`src/rtl/debounce_bank.sv`:
```
// debounce_bank: multi-channel push-button debouncer.
// Each channel runs a two-flop synchroniser, then a stability counter that
// accepts a new level only after STABLE_CYCLES consecutive enabled samples
// of it. The filtered level drives registered rise/fall pulses and a hold
// counter that reports a single long_press per press.
module debounce_bank #(
  parameter int CHANNELS      = 4,
  parameter int STABLE_CYCLES = 16,
  parameter int LONG_CYCLES   = 1024,
  parameter int CNT_WIDTH     = $clog2(STABLE_CYCLES + 1),
  parameter int HOLD_WIDTH    = $clog2(LONG_CYCLES + 1)
) (
  input  logic                clk,
  input  logic                reset,
  input  logic                sample_en,
  input  logic [CHANNELS-1:0] button,
  output logic [CHANNELS-1:0] debounced,
  output logic [CHANNELS-1:0] rise,
  output logic [CHANNELS-1:0] fall,
  output logic [CHANNELS-1:0] long_press,
  output logic [CHANNELS-1:0] held_long
);

  // Terminal count of the stability counter and the saturation point of the
  // hold counter, sized to their registers.
  localparam logic [CNT_WIDTH-1:0]  CNT_LAST = CNT_WIDTH'(STABLE_CYCLES - 1);
  localparam logic [HOLD_WIDTH-1:0] HOLD_MAX = HOLD_WIDTH'(LONG_CYCLES);

  for (genvar i = 0; i < CHANNELS; i++) begin : g_ch
    logic                  s1_q,   s1_d;
    logic                  s2_q,   s2_d;
    logic [CNT_WIDTH-1:0]  cnt_q,  cnt_d;
    logic [HOLD_WIDTH-1:0] hold_q, hold_d;
    logic                  deb_q,  deb_d;
    logic                  rise_q, rise_d;
    logic                  fall_q, fall_d;
    logic                  lp_q,   lp_d;
    logic                  held_q, held_d;

    // Next-state logic: synchroniser shift, stability filter, hold tracking.
    always_comb begin
      // NOTE: every signal gets a default before any branch; a path that
      // leaves a combinational output unassigned would infer a latch.
      s1_d   = button[i];
      s2_d   = s1_q;
      cnt_d  = cnt_q;
      hold_d = hold_q;
      deb_d  = deb_q;
      held_d = held_q;
      rise_d = 1'b0;
      fall_d = 1'b0;
      lp_d   = 1'b0;

      if (sample_en) begin
        // Stability filter: any sample matching the current level restarts
        // the count, so only an unbroken run of the new level is accepted.
        if (s2_q == deb_q) begin
          cnt_d = '0;
        end else if (cnt_q == CNT_LAST) begin
          cnt_d  = '0;
          deb_d  = s2_q;
          rise_d = s2_q;
          fall_d = ~s2_q;
        end else begin
          cnt_d = cnt_q + CNT_WIDTH'(1);
        end

        // Hold tracking: a fall wins over the final hold increment, so
        // long_press and fall can never coincide.
        if (fall_d) begin
          hold_d = '0;
          held_d = 1'b0;
        end else if (rise_d) begin
          hold_d = '0;
        end else if (deb_q && (hold_q < HOLD_MAX)) begin
          hold_d = hold_q + HOLD_WIDTH'(1);
          if (hold_d == HOLD_MAX) begin
            lp_d   = 1'b1;
            held_d = 1'b1;
          end
        end
      end
    end

    // Channel state registers with synchronous reset that overrides all updates.
    always_ff @(posedge clk) begin
      // NOTE: non-blocking assignments so every flop samples pre-edge values.
      if (reset) begin
        s1_q   <= 1'b0;
        s2_q   <= 1'b0;
        cnt_q  <= '0;
        hold_q <= '0;
        deb_q  <= 1'b0;
        rise_q <= 1'b0;
        fall_q <= 1'b0;
        lp_q   <= 1'b0;
        held_q <= 1'b0;
      end else begin
        s1_q   <= s1_d;
        s2_q   <= s2_d;
        cnt_q  <= cnt_d;
        hold_q <= hold_d;
        deb_q  <= deb_d;
        rise_q <= rise_d;
        fall_q <= fall_d;
        lp_q   <= lp_d;
        held_q <= held_d;
      end
    end

    assign debounced[i]  = deb_q;
    assign rise[i]       = rise_q;
    assign fall[i]       = fall_q;
    assign long_press[i] = lp_q;
    assign held_long[i]  = held_q;
  end

endmodule
```
`config.mk`:
```
export PLATFORM = sky130hd
export DESIGN_NAME = debounce_bank
export DESIGN_NICKNAME = d
export VERILOG_FILES = /design/src/rtl/debounce_bank.sv
export SDC_FILE = /design/constraint.sdc
export NUM_CORES = 1
export LEC_CHECK = 0
export CORE_MARGIN = 4
export CORE_UTILIZATION = 39
export CTS_BUF_LIST = sky130_fd_sc_hd__clkbuf_4
export CTS_CLUSTER_DIAMETER = 30
export DETAILED_ROUTE_END_ITERATION = 8
export PLACE_DENSITY = 0.53
export RECOVER_POWER = 25
export SLEW_MARGIN = 20
export SYNTH_ARGS = -nofsm -noshare
export SYNTH_HDL_FRONTEND = slang
export SYNTH_SLANG_ARGS = --single-unit
```
`constraint.sdc`:
```
create_clock -name clk -period 2.8 [get_ports clk]
set_input_delay 0.84 -clock clk [delete_from_list [all_inputs] [get_ports clk]]
set_output_delay 0.84 -clock clk [all_outputs]
set_load 0.02 [all_outputs]
```
==> impl_metrics.toml <==
[sta]
skew_ns = 0.00999
relSlewSlack_pct = 25.9
grt_setup_unrepaired = "no"
tightest_slew_ns = 1.11
tns_ns = 0
fmax_ghz = 0.401
hold_viol_final = 0
fin_crit_ns = 2.49
report.final.slew_viol_count = 0
setup_violations = 0
fin_crit_sh_pct = 89.0

[synthesis]
synthAdderAreaFrac_pct = 2.27
synth.area.top_cells = "dfxtp_1 (42%), nor2_1 (5.8%), a21oi_1 (5.6%)"
ys_types = 63
synthesis.area_mm2 = 0.00441
synth_top_area_share_pct = 41.7
syn-num-nets = 550
avgSynthCellArea_um2 = 8.25
synthFlopType = "dfxtp_1"
synthCells = 535
synthMuxAreaShare_pct = 0.255
yosys.area_share.simple_pct = 26.9
synthArstFlopShare_pct = 0
seq_area_frac_synth_pct = 41.7
synth_top_area_cell = "dfxtp_1"
synth_edf_count = 0
ys_ff_latch = 92
yosys-top-cells-count = "dfxtp_1 (92), nor2_1 (68), a21oi_1 (49)"
synth-xor-area-share_pct = 2.95
synth_top_family_by_area = "simple AND/OR/NAND/NOR gates"
yosysMostFrequentCell = "dfxtp_1"
synth_compound_area_share_pct = 19.3
ys_warn_count = 0

[clock_tree]
clkSlewWorstSetupHoldPaths_ns = 0.13
postCtsSetupBuffers = 0
clock_sinks = 92
hold_buffers = 0
cts_tree = "built"
cts_resized = 0
clock_path_buffers = 2
clock-root-buffer = "clkbuf_4"
numCtsBuffers = 9
clk_latency_ns = 0.42
cts_max_level = 3

[placed_design]
dpl.hpwl_um = 6620
postPlaceCellArea_mm2 = 0.00470
io_buffers = 26
place_congestion = 0.794

[drt]
post_drt_wl_per_cell_um = 13.8
routed_wl_um = 9510
vias_per_cell = 5.45
vias = 3741
route.detailed.drc = 0
first_iter_violations = 269
first_pass_iters = 4
ant_nets = 0

[die]
start_util_pct = 40.4
ios = 27
core-area_mm2 = 0.0109
die_h_um = 114
num_rows = 38
dieArea_mm2 = 0.0131
die_w_um = 114

[hold_path]
hold_class = "reg -> reg"

[final_layout]
fill_cells = 1117
num-nets-final = 557
stdcell_area_mm2 = 0.00481
drive_above_1_share_pct = 7.31
area_delta_synth_final_pct = 9.10
antenna_cells = 0

[worst_setup_path]
crit_chain = "clkdlybuf4s50_1"
max_stage_delay_ns = 0.67
worst_ep_required_time_ns = 1.96
cp_max_fo = 9
cpLargestDelayFamily = "buffers and inverters"
crit_buf_inv = 1
critPathArrivalTime_ns = 1.65
critPathLaunchType = "flip-flop"
worstSetupPathType = "reg -> out"
crit_path_top_delay_cell = "clkdlybuf4s50_1"
worstSetupEndpointType = "output port"

[grt]
grt_pass1_wl_um = 16100
grt-ovfl-total = 0
grt_pass1_vias = 3393
grt_max_degree = 40
antenna_found_initial = 0
grt_util_all_layers_pct = 15.0

[pwr]
p_leak_nw = 1.71
p_per_area_mw_per_mm2 = 441
ir_drop_mv = 0.309

[outcome]
status = "finished, final reports clean"

[job]
max_cap_violations = 0
registers in the layout (all words and copies together) (netlist names):
register,cells
g_ch.s1_q,4
g_ch.rise_q,4
g_ch.hold_q,44
g_ch.fall_q,4
g_ch.deb_q,4
g_ch.lp_q,4
g_ch.held_q,4
g_ch.s2_q,4
g_ch.cnt_q,20
cells by family (layout without fill, tap and decap cells):
family,count (synthesis),in the layout
compound gates,141,141
xor+xnor,14,14
fa+ha+maj,8,8
buf+inv,53,65
flops,92,92
mux,1,1
simple gates,226,226
routing by layer:
metal  share of wire, %  vias up  global-route usage [%]
met1                 50     1731                    20.8
li1                   -     1939                       -
met4                1.3        0                    4.43
met3                4.4        9                    3.86
met2                 44       62                    23.0
met5                  0        -                       0
metrics by stage:
step | cells | total power [mW] | util [%] | hold WS (ns) | setup WS, ns
6_report | 687 | 2.12 | 44.0 | 0.448 | 0.307
2_1_floorplan | 535 | 1.40 | - | 0.414 | 0.752
5_1_grt | 687 | 2.22 | 44.0 | 0.455 | 0.138
3_5_place_dp | 671 | 1.43 | 42.9 | 0.425 | 0.0203
3_3_place_gp | 671 | 1.43 | 42.9 | 0.419 | 0.0665
4_1_cts | 687 | 2.17 | 44.2 | 0.447 | 0.259
worst paths after layout:
check / start / end / slack, ns / cells after the start
setup / recovery: g_ch[2].deb_q / debounced[2] / 0.31 / 1
hold reg to reg: g_ch[2].s1_q / g_ch[2].s2_q / 0.45 / 1
hold / removal: g_ch[2].s1_q / g_ch[2].s2_q / 0.45 / 1
setup reg to reg: g_ch[1].cnt_q[0] / g_ch[1].hold_q[3] / 0.59 / 6
cell usage in the layout, fill, tap and decap left out, drive strengths merged, types with 3 or more instances in the layout:
cell / netlist / routed
and3b: 3 / 3
a41oi: 3 / 3
nor4: 10 / 10
clkbuf: 14 / 18
a211oi: 6 / 6
and2: 4 / 4
o211ai: 3 / 3
xor2: 8 / 8
ha: 8 / 8
o21ai: 43 / 43
or4: 3 / 3
a22oi: 6 / 6
and4: 4 / 4
nand3b: 4 / 4
nor3b: 3 / 3
nor2: 69 / 69
a311oi: 4 / 4
buf: 31 / 11
or3: 3 / 3
nand4b: 7 / 7
nor2b: 12 / 12
clkdlybuf4s50: 0 / 24
nand4: 9 / 9
a21oi: 50 / 50
inv: 8 / 8
a31oi: 9 / 9
and3: 6 / 6
xnor2: 6 / 6
dfxtp: 92 / 92
nor3: 11 / 11
nand2: 39 / 39
nand3: 32 / 32
o31ai: 6 / 6
power by group:
group / total, mW / switching, mW / internal (mW)
Clock: 0.724 / 0.415 / 0.309
Combinational: 0.0752 / 0.0508 / 0.0243
Sequential: 1.32 / 0.00660 / 1.32
final cells by class:
cell class	instances	area (um2)	share of cell area, %
clock inverters	3	37.5	0.780
multi-input cells	390	2280	47.3
flip-flops and latches	92	1840	38.3
inverters	8	30.0	0.624
well taps	140	175	3.64
repair buffers	41	353	7.33
clock buffers	13	97.6	2.03
(Power assumes the default switching activity.)
